==> src/rtl/div_unit.sv <==
// div_unit: iterative radix-2 restoring integer divider for RV64 M
// (DIV/DIVU/REM/REMU).
// Normal ops take XLEN iterations plus one fix-up cycle. Divide-by-zero
// and signed overflow skip straight to DONE at the accept edge.
// Optional macro DIV_WORD_OPS_EN enables the 32-bit W variants, which are
// selected with in_word and take 32 iterations.
//
// Ports:
//   clk, rst        - clock (rising edge) and synchronous active-high reset
//   flush           - abandons any in-flight operation, returns to IDLE
//   in_valid/ready  - operand handshake; in_ready high only in IDLE
//   in_op           - 00 DIV, 01 DIVU, 10 REM, 11 REMU
//   in_word         - W variant select (ignored unless DIV_WORD_OPS_EN)
//   in_a, in_b      - dividend, divisor
//   out_valid/ready - result handshake; out_result held while stalled
//   out_result      - quotient or remainder
//   busy            - high whenever not IDLE (hazard-unit stall)
module div_unit #(
  parameter int unsigned XLEN = 64
) (
  input  logic            clk,
  input  logic            rst,
  input  logic            flush,
  input  logic            in_valid,
  output logic            in_ready,
  input  logic [1:0]      in_op,
  input  logic            in_word,
  input  logic [XLEN-1:0] in_a,
  input  logic [XLEN-1:0] in_b,
  output logic            out_valid,
  input  logic            out_ready,
  output logic [XLEN-1:0] out_result,
  output logic            busy
);

  localparam int unsigned CW = 6;
  localparam logic [XLEN-1:0] MIN_NEG = {1'b1, {(XLEN-1){1'b0}}};
`ifdef DIV_WORD_OPS_EN
  localparam logic [XLEN-1:0] MIN_NEG_W = {{(XLEN-31){1'b1}}, {31{1'b0}}};
`endif

  typedef enum logic [1:0] {IDLE, CALC, FIX, DONE} state_t;

  state_t          state_q, state_d;
  logic [XLEN-1:0] rem_q, rem_d;
  logic [XLEN-1:0] quo_q, quo_d;
  logic [XLEN-1:0] dvs_q, dvs_d;
  logic [CW-1:0]   cnt_q, cnt_d;
  logic            op_rem_q, op_rem_d;
  logic            q_neg_q, q_neg_d;
  logic            r_neg_q, r_neg_d;
  logic            word_q, word_d;
  logic [XLEN-1:0] result_d;
  logic            in_ready_d, out_valid_d, busy_d;

  // Operand conditioning: extension, signs, magnitudes, special cases
  logic            is_signed, is_rem, word;
  logic [XLEN-1:0] a_ext, b_ext, a_mag, b_mag, min_neg;
  logic            sa, sb, div_zero, ovf;
  logic [XLEN-1:0] special_res;

  assign is_signed = ~in_op[0];
  assign is_rem    = in_op[1];

`ifdef DIV_WORD_OPS_EN
  assign word    = in_word;
  assign a_ext   = !word ? in_a :
                   is_signed ? {{(XLEN-32){in_a[31]}}, in_a[31:0]}
                             : {{(XLEN-32){1'b0}}, in_a[31:0]};
  assign b_ext   = !word ? in_b :
                   is_signed ? {{(XLEN-32){in_b[31]}}, in_b[31:0]}
                             : {{(XLEN-32){1'b0}}, in_b[31:0]};
  assign min_neg = word ? MIN_NEG_W : MIN_NEG;
`else
  logic word_unused;
  assign word_unused = in_word;
  assign word    = 1'b0;
  assign a_ext   = in_a;
  assign b_ext   = in_b;
  assign min_neg = MIN_NEG;
`endif

  assign sa       = is_signed & a_ext[XLEN-1];
  assign sb       = is_signed & b_ext[XLEN-1];
  assign a_mag    = sa ? XLEN'(XLEN'(0) - a_ext) : a_ext;
  assign b_mag    = sb ? XLEN'(XLEN'(0) - b_ext) : b_ext;
  assign div_zero = (b_ext == '0);
  assign ovf      = is_signed & (a_ext == min_neg) & (b_ext == '1);

  // W results are sign-extended from bit 31, unsigned ops included
  function automatic logic [XLEN-1:0] word_fix(input logic [XLEN-1:0] v,
                                               input logic w);
    return w ? {{(XLEN-32){v[31]}}, v[31:0]} : v;
  endfunction

  assign special_res = word_fix(div_zero ? (is_rem ? a_ext : '1)
                                         : (is_rem ? '0 : a_ext), word);

  // One restoring step; rem < dvs keeps the XLEN+1-bit difference exact
  logic [XLEN:0]   rem_sh, diff;
  assign rem_sh = {rem_q, quo_q[XLEN-1]};
  assign diff   = rem_sh - {1'b0, dvs_q};

  // Sign fix-up and op select
  logic [XLEN-1:0] q_fin, r_fin, fix_res;
  assign q_fin   = q_neg_q ? XLEN'(XLEN'(0) - quo_q) : quo_q;
  assign r_fin   = r_neg_q ? XLEN'(XLEN'(0) - rem_q) : rem_q;
  assign fix_res = word_fix(op_rem_q ? r_fin : q_fin, word_q);

  // Next-state and datapath
  always_comb begin
    state_d  = state_q;
    rem_d    = rem_q;
    quo_d    = quo_q;
    dvs_d    = dvs_q;
    cnt_d    = cnt_q;
    op_rem_d = op_rem_q;
    q_neg_d  = q_neg_q;
    r_neg_d  = r_neg_q;
    word_d   = word_q;
    result_d = out_result;

    case (state_q)
      IDLE: begin
        if (in_valid && !flush) begin
          op_rem_d = is_rem;
          q_neg_d  = sa ^ sb;
          r_neg_d  = sa;
          word_d   = word;
          rem_d    = '0;
          dvs_d    = b_mag;
          if (div_zero || ovf) begin
            result_d = special_res;
            state_d  = DONE;
          end else begin
`ifdef DIV_WORD_OPS_EN
            // W ops: park the 32-bit dividend at the top so 32 shifts consume it
            quo_d = word ? (a_mag << 32) : a_mag;
            cnt_d = word ? CW'(31) : CW'(XLEN-1);
`else
            quo_d = a_mag;
            cnt_d = CW'(XLEN-1);
`endif
            state_d = CALC;
          end
        end
      end
      CALC: begin
        if (!diff[XLEN]) begin
          rem_d = diff[XLEN-1:0];
          quo_d = {quo_q[XLEN-2:0], 1'b1};
        end else begin
          rem_d = rem_sh[XLEN-1:0];
          quo_d = {quo_q[XLEN-2:0], 1'b0};
        end
        if (cnt_q == '0) state_d = FIX;
        else             cnt_d   = cnt_q - CW'(1);
      end
      FIX: begin
        result_d = fix_res;
        state_d  = DONE;
      end
      DONE: begin
        if (out_ready) state_d = IDLE;
      end
      default: state_d = IDLE;
    endcase

    if (flush) state_d = IDLE;

    in_ready_d  = (state_d == IDLE);
    busy_d      = (state_d != IDLE);
    out_valid_d = (state_d == DONE);
  end

  // State and output registers
  always_ff @(posedge clk) begin
    if (rst) begin
      state_q    <= IDLE;
      rem_q      <= '0;
      quo_q      <= '0;
      dvs_q      <= '0;
      cnt_q      <= '0;
      op_rem_q   <= 1'b0;
      q_neg_q    <= 1'b0;
      r_neg_q    <= 1'b0;
      word_q     <= 1'b0;
      out_result <= '0;
      in_ready   <= 1'b1;
      out_valid  <= 1'b0;
      busy       <= 1'b0;
    end else begin
      state_q    <= state_d;
      rem_q      <= rem_d;
      quo_q      <= quo_d;
      dvs_q      <= dvs_d;
      cnt_q      <= cnt_d;
      op_rem_q   <= op_rem_d;
      q_neg_q    <= q_neg_d;
      r_neg_q    <= r_neg_d;
      word_q     <= word_d;
      out_result <= result_d;
      in_ready   <= in_ready_d;
      out_valid  <= out_valid_d;
      busy       <= busy_d;
    end
  end

endmodule

==> config.mk <==
export PLATFORM = sky130hd
export DESIGN_NAME = div_unit
export DESIGN_NICKNAME = d
export VERILOG_FILES = /design/src/rtl/div_unit.sv
export SDC_FILE = /design/constraint.sdc
export NUM_CORES = 1
export LEC_CHECK = 0
export ABC_AREA = 1
export ABC_CLOCK_PERIOD_IN_PS = 6300
export CORE_AREA = 2 2 269 271
export DETAILED_ROUTE_END_ITERATION = 10
export DIE_AREA = 0 0 271 273
export PLACE_DENSITY = 0.57
export SKIP_CTS_REPAIR_TIMING = 1
export SLEW_MARGIN = 20
export SYNTH_ARGS = -nofsm -noshare
export SYNTH_HDL_FRONTEND = slang
export SYNTH_SLANG_ARGS = --single-unit
export TNS_END_PERCENT = 30
==> constraint.sdc <==
create_clock -name clk -period 6.3 [get_ports clk]
set_input_delay 1.26 -clock clk [delete_from_list [all_inputs] [get_ports clk]]
set_output_delay 1.26 -clock clk [all_outputs]
set_load 0.005 [all_outputs]
==> impl_metrics.env, run 1 <==
export IMPL_die_width_um=271
export IMPL_p_sw_mw=2.18
export IMPL_rr_startpoint="quo_q[63]$_SDFFE_PP0P_"
export IMPL_ir_worst_vdd_v=0.000188
export IMPL_synth_area_sq_um=28200
export IMPL_fin_hold_ws_ns=0.465
export IMPL_grt_max_degree=151
export IMPL_cpPeakStageDelay_ns=0.81
export IMPL_synth_edff_count=0
export IMPL_synth_top_area_cell="nand2_1"
export IMPL_slew_headroom_pct=26.7
export IMPL_vias=34700
export IMPL_stdcell_count=6410
export IMPL_clockBufferDepth=3
export IMPL_r2r_end="rem_q[46]$_SDFFE_PP0P_"
export IMPL_clockRootBuffer="clkbuf_16"
export IMPL_syn_area_per_cell_sq_um=5.27
export IMPL_outcome="complete, no violations"
export IMPL_synthCells=5355
export IMPL_tightest_slew_ns=1.10
export IMPL_critPathMaxFanout=34
export IMPL_whs_path_depth=2
export IMPL_start_util_pct=39.7
export IMPL_die_height_um=273
export IMPL_endpoint_kind="flop"
export IMPL_io_pins=203
export IMPL_path_clk_slew_ns=0.06
export IMPL_pwr_share_clk_pct=38.1
export IMPL_antenna_found_initial=1
export IMPL_cts_tree="built"
export IMPL_grt_pass1_vias=30900
export IMPL_slowest_stage="nor2_4"
export IMPL_rsz0062_at_grt="false"
export IMPL_hold_class="reg -> reg"
export IMPL_numCtsBuffers=37
export IMPL_yosys_warnings=0
export IMPL_gp_congestion=1.08
export IMPL_finalCritPeriodShare_pct=66.5
export IMPL_report_final_slew_viol_count=0
export IMPL_hpwlAfterDp_mm=113
export IMPL_drive_gt1_share_pct=3.64
export IMPL_die_area_sq_um=74000
export IMPL_cp_startpoint="in_b[1]"
export IMPL_gr_usage_all_layers_pct=36.5
export IMPL_ant_nets=0
export IMPL_p_comb_share_pct=29.5
export IMPL_routed_wl_mm=141
export IMPL_portBuffers=201
export IMPL_drtIter0Drc=3778
export IMPL_ys_flop_type="dfxtp_1"
export IMPL_first_pass_iters=7
export IMPL_critical_path_startpoint_type="input port"
export IMPL_arrival_ns=4.69
export IMPL_synthTopCellsByCount="nand2_1, nor2_1, inv_1, nand3_1, a21oi_1"
export IMPL_ff2ff_path_depth=18
export IMPL_drc=0
export IMPL_dp_cells=6345
export IMPL_hold_viol_final=0
export IMPL_nNetsFinal=5642
export IMPL_fin_util_pct=45.3
export IMPL_syn_nets=5563
export IMPL_num_antenna_cells=0
export IMPL_yosysMostFrequentCell="nand2_1"
export IMPL_tns_ns=0
export IMPL_synth_cell_types=49
export IMPL_skew_ns=0.0321
export IMPL_p_per_area_nw_per_um2=178
export IMPL_crit_chain="clkdlybuf4s50_1 -> inv_1 -> ha_1 -> nand4_1 -> nor2_2 -> nand4_1 -> nor2_1 -> nand2_1 -> nor2_4 -> inv_2 -> o21ai_0 -> nand3_1 -> nand2_1 -> nor2_1 -> nor2_1"
export IMPL_r2r_slack_ns=2.90
export IMPL_crit_top_cell="nor2_1"
export IMPL_htree_levels=2
export IMPL_p_sw_share_pct=38.1
export IMPL_hold_path_end="out_result[31]$_SDFFE_PP0P_"
export IMPL_leakage_nw=15.6
export IMPL_critPathKind="in -> reg"
export IMPL_maxCapViolCount=0
export IMPL_clock_sinks=270
export IMPL_synth_seq_area_share_pct=19.2
export IMPL_core_sq_um=71000
export IMPL_hp_start="out_result[31]$_SDFFE_PP0P_"
export IMPL_fmax_mhz=239
export IMPL_crit_required_ns=6.80
export IMPL_synth_top_cells_by_area="nand2_1, dfxtp_1, nor2_1"
export IMPL_grt_ovfl_total=0
export IMPL_setup_viol=0
export IMPL_pwr_share_seq_pct=32.4
export IMPL_worstSkewPairLatency_ns=0.59
export IMPL_wl_per_cell_um=22.0
export IMPL_grt_pass1_wl_mm=201
export IMPL_intPower_mw=3.55
export IMPL_postSynth_asyncResetShare_pct=0
export IMPL_synth_top_area_share_pct=22.4
export IMPL_min_period_ns=4.19
export IMPL_vias_per_cell=5.42
export IMPL_rows=98
export IMPL_syn2layout_area_growth_pct=13.9
export IMPL_ys_ff_latch=270
## layout by cell type, fill, tap and decap left out, types with 32 or more instances in the layout
cell type	count
nand4_1	94
o21ai_1	43
dfxtp_1	267
inv_1	698
xor2_1	55
xnor2_1	32
ha_1	71
nand3_1	517
a21oi_1	369
clkdlybuf4s50_1	200
clkbuf_16	37
buf_4	33
nor2_1	738
o21ai_0	315
nand2_1	1684
nor3_1	48
## area by class of cell
type,count,area [sq um]
repair buffers,236,2310
multi-input cells,4158,19200
inverters,731,2750
clock inverters,12,166
well taps,950,1190
flip-flops and latches,270,5410
clock buffers,53,1080
fillers,7972,38800
## metrics by stage
step / worst slack [ns] / area, sq um / total power, mW
detailed placement: 1.68 / 30900 / 3.54
global route: 1.93 / 32100 / 5.96
CTS: 2.26 / 32100 / 5.72
floorplan: 3.45 / 28200 / 2.88
global placement: 1.69 / 30900 / 3.54
finish: 2.11 / 32100 / 5.74
## power groups by stage
stage	logic (mW)	clock network [mW]	registers, mW
final	1.69	2.19	1.86
after global routing	1.83	2.27	1.86
after CTS	1.65	2.21	1.86
after detailed placement	1.65	0	1.89
after global placement	1.65	0	1.89
after floorplan	1.02	0	1.86
## registers in the layout, indices dropped and copies added (netlist names)
name        count
out_result     64
q_neg_q         1
busy            1
dvs_q          64
rem_q          64
in_ready        1
out_valid       1
quo_q          64
state_q         2
cnt_q           6
op_rem_q        1
r_neg_q         1
## how the worst max path moves through the flow
stage,slack (ns),cells past startpoint,endpoint
after global placement,1.69,15,out_result[55]$_SDFFE_PP0P_
after detailed placement,1.68,15,out_result[55]$_SDFFE_PP0P_
after floorplan,3.45,14,out_result[40]$_SDFFE_PP0P_
after CTS,2.26,16,out_result[17]$_SDFFE_PP0P_
final,2.11,15,out_result[26]$_SDFFE_PP0P_
after global routing,1.93,15,out_result[55]$_SDFFE_PP0P_
## cell families (layout without fill, tap and decap cells)
kind of cell	count (synthesis)	in the layout	share of synthesized area [%]
buffers and inverters	927	1032	12.8
xor gates and xnor gates	87	87	2.70
AOI/OAI and AO/OA	818	818	15.4
adders and majority gates	72	72	3.22
DFF	270	270	19.2
and+or+nand+nor	3181	3181	46.8
## worst max-delay path: cells and delay by family
kind,cells,cell delay [ns]
compound gates,1,0.16
simple gates,10,2.15
buf+inv,3,0.83
fa+ha+maj,1,0.25
## layer usage
| metal | wire length, um | share of wire [%] | vias up | GRT usage, % |
|---|---|---|---|---|
| li1 | - | - | 17200 | - |
| met1 | 55800 | 40 | 15800 | 44.4 |
| met2 | 64200 | 46 | 1429 | 60.3 |
| met3 | 9470 | 6.7 | 321 | 4.02 |
| met4 | 11500 | 8.2 | 0 | 25.6 |
| met5 | 0 | 0 | - | 0 |
(Power assumes the default switching activity.)
==> run 2: changes to the inputs <==
--- a/config.mk
+++ b/config.mk
@@ -6,7 +6,7 @@
 export NUM_CORES = 1
 export LEC_CHECK = 0
 export ABC_AREA = 1
-export ABC_CLOCK_PERIOD_IN_PS = 6300
+export ABC_CLOCK_PERIOD_IN_PS = 3950
 export CORE_AREA = 2 2 269 271
 export DETAILED_ROUTE_END_ITERATION = 10
 export DIE_AREA = 0 0 271 273
==> constraint.sdc (replaced) <==
create_clock -name clk -period 3.95 [get_ports clk]
set_input_delay 0.79 -clock clk [delete_from_list [all_inputs] [get_ports clk]]
set_output_delay 0.79 -clock clk [all_outputs]
set_load 0.005 [all_outputs]
==> run 2 against run 1 <==
Compared with the run above: critical path type is now reg -> reg; worst setup slack worse by 1.5 ns; highest routed layer unchanged; die area stayed put; core utilization is 0.97 points higher; final cell count is 1.2% higher; via count is 1.2% higher; critical endpoint is now rem_q[16]$_SDFFE_PP0P_; sequential share of layout area is 0.35 points lower; global-route usage is 0.69 points higher; first-iteration DRC count is 2.1% higher.
==> impl_metrics.env, run 2 (synthesis results as in run 1) <==
export IMPL_final_common_cell="nand2_1"
export IMPL_crit_chain="inv_1 -> ha_1 -> fa_1 -> inv_1 -> nand2_1 -> nand2_1 -> nand3_1 -> nand2_2 -> nand2_1 -> nand2_2 -> nand2_1 -> nand2_2 -> nand2_2 -> nand2_2 -> nand2_1 -> nand2_1 -> nand2_1 -> nand3_1 -> a21oi_1"
export IMPL_vias=35200
export IMPL_min_period_ns=3.39
export IMPL_tns_ns=0
export IMPL_crit_required_ns=4.35
export IMPL_clockRootBuffer="clkbuf_16"
export IMPL_fmax_mhz=295
export IMPL_hold_viol_final=0
export IMPL_slew_headroom_pct=39.3
export IMPL_nNetsFinal=5718
export IMPL_vias_per_cell=5.42
export IMPL_hold_class="reg -> reg"
export IMPL_outcome="complete, no violations"
export IMPL_setup_viol=0
export IMPL_numCtsBuffers=35
export IMPL_cts_tree="built"
export IMPL_htree_levels=2
export IMPL_grt_max_degree=84
export IMPL_first_pass_iters=8
export IMPL_ant_nets=0
export IMPL_clock_sinks=270
export IMPL_path_clk_slew_ns=0.06
export IMPL_endpoint_kind="flop"
export IMPL_critical_path_startpoint_type="flop"
export IMPL_wl_per_cell_um=22.0
export IMPL_portBuffers=201
export IMPL_critPathKind="reg -> reg"
export IMPL_p_per_area_nw_per_um2=282
export IMPL_slowest_stage="dfxtp_1"
export IMPL_ir_worst_vdd_v=0.000257
export IMPL_grt_ovfl_total=0
export IMPL_arrival_ns=3.79
export IMPL_clockBufferDepth=3
export IMPL_drc=0
export IMPL_io_pins=203
export IMPL_maxCapViolCount=0
export IMPL_die_height_um=273
export IMPL_finalCritPeriodShare_pct=85.8
export IMPL_syn2layout_area_growth_pct=16.4
export IMPL_die_width_um=271
export IMPL_grt_pass1_wl_mm=206
export IMPL_gp_congestion=1.01
export IMPL_skew_ns=0.0352
export IMPL_worstSkewPairLatency_ns=0.58
export IMPL_total_power_mw=9.25
export IMPL_crit_top_cell="nand2_1"
export IMPL_die_area_sq_um=74000
export IMPL_rows=98
export IMPL_drtIter0Drc=3856
export IMPL_report_final_slew_viol_count=0
export IMPL_critPathMaxFanout=6
export IMPL_grt_pass1_vias=31700
export IMPL_leakage_nw=16.0
export IMPL_rsz0062_at_grt="false"
export IMPL_core_sq_um=71000
export IMPL_hpwlAfterDp_mm=116
export IMPL_start_util_pct=39.7
export IMPL_layout_common_cells="nand2_1, nor2_1, inv_1"
export IMPL_drive_gt1_share_pct=4.93
export IMPL_routed_wl_mm=143
export IMPL_antenna_found_initial=1
export IMPL_tightest_slew_ns=0.911
export IMPL_cpPeakStageDelay_ns=0.44
export IMPL_gr_usage_all_layers_pct=37.2
run 2: changes by cell type in the layout (fill, tap and decap cells not counted), sizes merged:
cell,before,now
clkbuf,53,52
bufinv,2,4
clkinvlp,2,0
inv,724,726
buf,36,114
diode,0,1
clkinv,15,10
run 2: final timing paths:
| kind | from | to | slack (ns) | depth (start not counted) |
|---|---|---|---|---|
| min reg2reg | dvs_q[63]$_SDFFE_PP0P_ | dvs_q[63]$_SDFFE_PP0P_ | 0.47 | 2 |
| max reg2reg | quo_q[63]$_SDFFE_PP0P_ | rem_q[16]$_SDFFE_PP0P_ | 0.56 | 19 |
| min | dvs_q[63]$_SDFFE_PP0P_ | dvs_q[63]$_SDFFE_PP0P_ | 0.47 | 2 |
| max | quo_q[63]$_SDFFE_PP0P_ | rem_q[16]$_SDFFE_PP0P_ | 0.56 | 19 |
run 2: worst max-delay path: cells and delay by family, from the launching register on:
family | cells | cell delay, ns
AOI/OAI and AO/OA | 1 | 0.08
and+or+nand+nor | 14 | 1.69
adders and majority gates | 2 | 0.73
DFF | 1 | 0.44
buffers and inverters | 2 | 0.24
run 2: through the flow:
stage / util [%] / hold slack [ns] / std cells / cell area [sq um] / worst slack (ns)
global route: 46.3 / 0.485 / 6485 / 32800 / 0.358
floorplan: - / 0.445 / 5355 / 28200 / 1.50
detailed placement: 44.5 / 0.457 / 6423 / 31600 / 0.245
global placement: 44.5 / 0.456 / 6423 / 31600 / 0.258
CTS: 46.2 / 0.466 / 6484 / 32800 / 0.627
finish: 46.3 / 0.466 / 6485 / 32800 / 0.560
run 2: routing by layer:
layer  global-route usage (%)  vias to the layer above  wire, um
met5                        0                        -         0
met4                     30.3                        0     13300
met3                     3.38                      347      9130
met2                     60.2                     1499     64200
met1                     45.2                    15900     56200
li1                         -                    17400         -
run 2: layout make-up:
class / count / area, sq um
timing repair buffer: 314 / 3020
fill: 7989 / 38200
sequential: 270 / 5410
multi-input combinational: 4158 / 19200
inverter: 731 / 2750
tap: 950 / 1190
antenna: 1 / 2.50
clock buffer: 52 / 1050
clock inverter: 9 / 170
run 2: where the power goes:
group          switching, mW  internal (mW)
registers              0.108           2.85
clock network           1.39           2.11
logic                   1.96          0.834
